## config.mk

```make
export PLATFORM = sky130hd
export DESIGN_NAME = picoblaze_irq_controller
export DESIGN_NICKNAME = d
export VERILOG_FILES = /design/src/rtl/picoblaze_irq_controller.sv
export SDC_FILE = /design/constraint.sdc
export NUM_CORES = 1
export LEC_CHECK = 0
export CAP_MARGIN = 0
export CORE_MARGIN = 3
export CORE_UTILIZATION = 46
export DETAILED_ROUTE_END_ITERATION = 8
export HOLD_SLACK_MARGIN = 0.03
export PLACE_DENSITY = 0.82
export SYNTH_ARGS = -nofsm -noshare
export SYNTH_HDL_FRONTEND = slang
export SYNTH_SLANG_ARGS = --single-unit
export TNS_END_PERCENT = 5
```

## constraint.sdc

```tcl
create_clock -name clk -period 2 [get_ports clk]
set_input_delay 0.6 -clock clk [delete_from_list [all_inputs] [get_ports clk]]
set_output_delay 0.6 -clock clk [all_outputs]
set_load 0.01 [all_outputs]
```

## src/rtl/picoblaze_irq_controller.sv

```systemverilog
// rtl/picoblaze_irq_controller.sv - edge-latched, masked, fixed-priority interrupt controller for the pacoblaze3 core
module picoblaze_irq_controller #(
  parameter int         NUM_SRC      = 4,
  parameter logic [7:0] CAUSE_PORT   = 8'h01,
  parameter logic [7:0] PENDING_PORT = 8'h02,
  parameter logic [7:0] MASK_PORT    = 8'h04,
  parameter logic [7:0] EOI_PORT     = 8'h08
) (
  input  logic               clk,
  input  logic               reset_n,
  input  logic [NUM_SRC-1:0] irq_src,
  input  logic [7:0]         port_id,
  input  logic               write_strobe,
  input  logic               read_strobe,
  input  logic [7:0]         out_port,
  output logic [7:0]         rd_data,
  output logic               interrupt,
  input  logic               interrupt_ack,
  output logic               busy
);

  typedef enum logic [1:0] {IDLE, REQ, SERVICE} state_t;

  state_t             state_q, state_d;
  logic [NUM_SRC-1:0] prev_q, prev_d;
  logic [NUM_SRC-1:0] pending_q, pending_d;
  logic [NUM_SRC-1:0] mask_q, mask_d;
  logic [2:0]         win_q, win_d;
  logic               interrupt_q, interrupt_d;
  logic               busy_q, busy_d;
  logic [7:0]         rd_data_q, rd_data_d;

  logic [NUM_SRC-1:0] rise, eligible, clr;
  logic [2:0]         win_sel;
  logic               mask_wr, eoi_wr;

  // Reads have no side effects and mask bits above NUM_SRC are never stored.
  logic unused_ok;
  assign unused_ok = &{1'b0, read_strobe, out_port};

  assign mask_wr  = write_strobe && (port_id == MASK_PORT);
  assign eoi_wr   = write_strobe && (port_id == EOI_PORT);
  assign rise     = irq_src & ~prev_q;
  assign eligible = pending_q & mask_q;

  // Lowest set index wins.
  always_comb begin
    win_sel = 3'd0;
    for (int i = NUM_SRC - 1; i >= 0; i--) begin
      if (eligible[i]) win_sel = 3'(i);
    end
  end

  always_comb begin
    state_d     = state_q;
    interrupt_d = interrupt_q;
    busy_d      = busy_q;
    win_d       = win_q;
    clr         = '0;
    prev_d      = irq_src;
    mask_d      = mask_wr ? out_port[NUM_SRC-1:0] : mask_q;
    case (state_q)
      IDLE: begin
        if (|eligible) begin
          win_d       = win_sel;
          interrupt_d = 1'b1;
          busy_d      = 1'b1;
          state_d     = REQ;
        end
      end
      REQ: begin
        if (interrupt_ack) begin
          interrupt_d = 1'b0;
          clr         = NUM_SRC'(1) << win_q;
          state_d     = SERVICE;
        end
      end
      SERVICE: begin
        if (eoi_wr) begin
          busy_d  = 1'b0;
          state_d = IDLE;
        end
      end
      default: begin
        interrupt_d = 1'b0;
        busy_d      = 1'b0;
        state_d     = IDLE;
      end
    endcase
    // A new edge in the ack cycle outranks the clear, so the source re-pends.
    pending_d = (pending_q & ~clr) | rise;

    if (port_id == CAUSE_PORT)        rd_data_d = {busy_q, 4'b0000, win_q};
    else if (port_id == PENDING_PORT) rd_data_d = 8'(pending_q);
    else                              rd_data_d = 8'h00;
  end

  always_ff @(posedge clk or negedge reset_n) begin
    if (!reset_n) begin
      state_q     <= IDLE;
      prev_q      <= '0;
      pending_q   <= '0;
      mask_q      <= '0;
      win_q       <= 3'd0;
      interrupt_q <= 1'b0;
      busy_q      <= 1'b0;
      rd_data_q   <= 8'h00;
    end else begin
      state_q     <= state_d;
      prev_q      <= prev_d;
      pending_q   <= pending_d;
      mask_q      <= mask_d;
      win_q       <= win_d;
      interrupt_q <= interrupt_d;
      busy_q      <= busy_d;
      rd_data_q   <= rd_data_d;
    end
  end

  assign rd_data   = rd_data_q;
  assign interrupt = interrupt_q;
  assign busy      = busy_q;

endmodule

```

==> metrics.md <==
| Metric | Value |
|---|---|
| Ports | 35 |
| Initial antenna violation count | 0 |
| Status | finished, final reports clean |
| Final net count | approximately 140 |
| Count of cell types in the netlist | 24 |
| Crit end category | flip-flop |
| Routed wire per std cell | 12.3 µm |
| Maxcap violations | 0 |
| Largest net degree at the start of global routing | 24 |
| Sequential fraction of the synthesis area | 0.596 |
| RSZ-0062 raised after global routing | no |
| Multi-input logic area | 353 µm² |
| Buffers on Ports | 26 |
| Data arrival, critical path | between 2 and 2.5 ns |
| Largest family of logic cells by synthesized area | simple AND/OR/NAND/NOR gates |
| Global routing's busiest layer | met2 |
| Max Clock Skew | 0.0126 ns |
| DRC errors left | 0 |
| Synth Area in XOR/XNOR | 0 |
| Final Util | 0.700 |
| Met2 Track Usage GR | 0.249 |
| Syn Std Cell Area | 966 µm² |
| Yosys synthesis warning count | 0 |
| Post-synth top area cell | dfrtp_1 |
| Synth-to-Final Area Change | 34.6% |
| Number of global-route vias before repair | 703 |
| Mux cell area share after synthesis | 0.0583 |
| Final Hold Violating Endpoints | 0 |
| Die X-Extent | 51.8 µm |
| # Post-CTS Setup Buffers | 0 |
| Crit path largest cell delay | 0.55 ns |
| Via/cell ratio | 5.26 |
| Max Fclk | between 500 and 600 MHz |
| Simple-Gate Fraction of Synth Area | 0.170 |
| Min Tclk post-route | around 1.9 ns |
| GRT Total Usage | 0.151 |
| Initial DRC count | 14 |
| Hold/Removal Path Class | flip-flop to flip-flop |
| Comb pwr share | 0.217 |
| Die area | 0.00269 mm² |
| Core ar. | between 0.0015 and 0.002 mm² |
| Met3 GRT Util | 0.0372 |
| Synth top area cells | dfrtp_1, mux2_2, o21ai_0 |
| Die Ht | roughly 52 µm |
| GR Util met1 | 0.186 |
| Worst-path clk slew | 0.13 ns |
| Most common cell after layout, fill and taps aside | clkdlybuf4s50_1 |
| ANT cells | 0 |
| Worst endpoint required time | ~2.2 ns |
| Filler cells | between 100 and 150 |
| First-pass detailed-route iteration total | 4 |
| CTS Sinks | 23 |
| Power Internal | 737 µW |
| Via count | 741 |
| DP Wirelength | between 1000 and 1500 µm |
| Post-Synth Adder-Cell Area | 0 |
| Net switching power | 306 µW |
| Final RePlAce weighted congestion | 0.861 |
| Grt total ovfl | 0 |
| Critical-path cell list | clkdlybuf4s50_1 > or4_4 > nand4bb_4 > mux2_2 |
| Seq pwr share | 0.578 |
| CTS resizes | 0 |
| Mapped Cells | 83 |
| CTS tree | built |
| Hold_buf cts | 0 |
| Syn Area/Cell | 11.6 µm² |
| Pwr dens | 802 mW/mm² |
| Slew Limit Fails | 0 |
| Final ANT Viol Nets | 0 |
| Clock power share | 0.205 |
| Switching portion of total power | 0.294 |
| TritonCTS Buffers | 3 |
| Placement row count | 15 |
| Share of post-route cells with drive strength above 1 | 0.138 |
| Leak | 0.588 nW |
| Post-synthesis register bit count | 23 |
| Post-synth top area share | 0.596 |
| Tcrit/Tclk final | 0.948 |
| Setup violators final | 0 |
| Worst VDD drop | 0.662 mV |
| Wirelength, routed | approximately 1700 µm |
| Maximum clock path buffer count | 2 |
| Commonest non-fill, non-tap cells in the layout | clkdlybuf4s50_1, dfrtp_1, o21ai_0 |
| Compound-Gate Fraction of Synth Area | 0.126 |
| Pwr Total | 1.04 mW |
| Max FO, Critical Path | 4 |
| Critical Path Slowest Stage Cell | or4_4 |
| First-pass GRT wire length | approximately 3000 µm |
| Setup crit start kind | input pin |
| Worst-Skew Late Latency | between 0.3 and 0.4 ns |
| Clock root buffer | clkbuf_4 |
| Register area | approximately 580 µm² |
| Initial core utilization | 0.520 |
| H-tree depth | 1 |
| Crit path kind | input pin to flip-flop |
==> state kept, by name, indices dropped and copies added (netlist names) <==
register,flops
win_q,2
rd_data,5
prev_q,4
interrupt,1
pending_q,4
busy,1
state_q,2
mask_q,4
==> synthesized netlist by cell type <==
| cell type | number |
|---|---|
| dfrtp_1 | 23 |
| o21ai_0 | 10 |
| inv_1 | 6 |
| nand2_1 | 6 |
| mux2_2 | 5 |
| a21oi_1 | 3 |
| and3_1 | 3 |
| buf_4 | 3 |
| nand2b_1 | 3 |
| nor2_1 | 3 |
| a22oi_1 | 2 |
| nor2b_1 | 2 |
| nor3_1 | 2 |
| o31ai_1 | 2 |
| a22o_1 | 1 |
| a32oi_1 | 1 |
| conb_1 | 1 |
| nand3b_1 | 1 |
| nand4b_1 | 1 |
| nand4bb_4 | 1 |
| nor3b_1 | 1 |
| o311ai_0 | 1 |
| or3_2 | 1 |
| or4_4 | 1 |
==> path summary, 6_finish.rpt <==
check,from,endpoint,slack (ns),cells past startpoint
max in group asynchronous,reset_n,mask_q[1],1.14,2
min in group asynchronous,reset_n,interrupt,0.62,2
setup reg to reg,pending_q[1],win_q[0],0.42,3
hold reg to reg,prev_q[3],pending_q[3],0.43,1
setup / recovery,port_id[5],mask_q[1],0.10,4
hold / removal,prev_q[3],pending_q[3],0.43,1
==> critical path: cells and delay by family <==
family | cells | cell delay, ns
and+or+nand+nor | 2 | 0.80
buffers and inverters | 1 | 0.40
muxes | 1 | 0.30
==> stage by stage <==
stage | std cells | hold WS [ns] | TNS (ns) | worst slack (ns) | instance area (µm²)
after CTS | 141 | 0.429 | 0 | 0.105 | 1300
final | 141 | 0.428 | 0 | 0.104 | 1300
after global placement | 137 | 0.402 | -1.47 | -0.202 | 1270
after detailed placement | 137 | 0.411 | -1.62 | -0.236 | 1270
after floorplan | 85 | 0.304 | 0 | 0.237 | 973
after global routing | 141 | 0.453 | 0 | 0.0535 | 1300
==> layout make-up <==
type,count,share of cell area
inverters,6,0.0173
multi-input cells,53,0.271
clock buffers,3,0.0173
flip-flops and latches,23,0.443
well taps,25,0.0241
clock inverters,1,0.00385
repair buffers,30,0.223
==> cells by family after synthesis <==
| group | Yosys count |
|---|---|
| muxes | 5 |
| other | 1 |
| DFF | 23 |
| AOI/OAI and AO/OA | 20 |
| and+or+nand+nor | 25 |
| buffers and inverters | 9 |
==> routing by layer <==
layer	wire [µm]	share of wire	vias up
met1	706	0.41	359
met4	17	0.0098	0
met5	0	0	-
met3	118	0.068	2
li1	-	-	353
met2	894	0.51	27
==> power groups by stage <==
stage                     clock (mW)  sequential, mW  combinational (mW)
after floorplan                    0           0.600               0.119
after global placement             0           0.608               0.219
after detailed placement           0           0.613               0.228
after CTS                      0.222           0.603               0.229
after global routing           0.246           0.620               0.259
final                          0.214           0.603               0.226
Power figures use the tool's default switching activity.
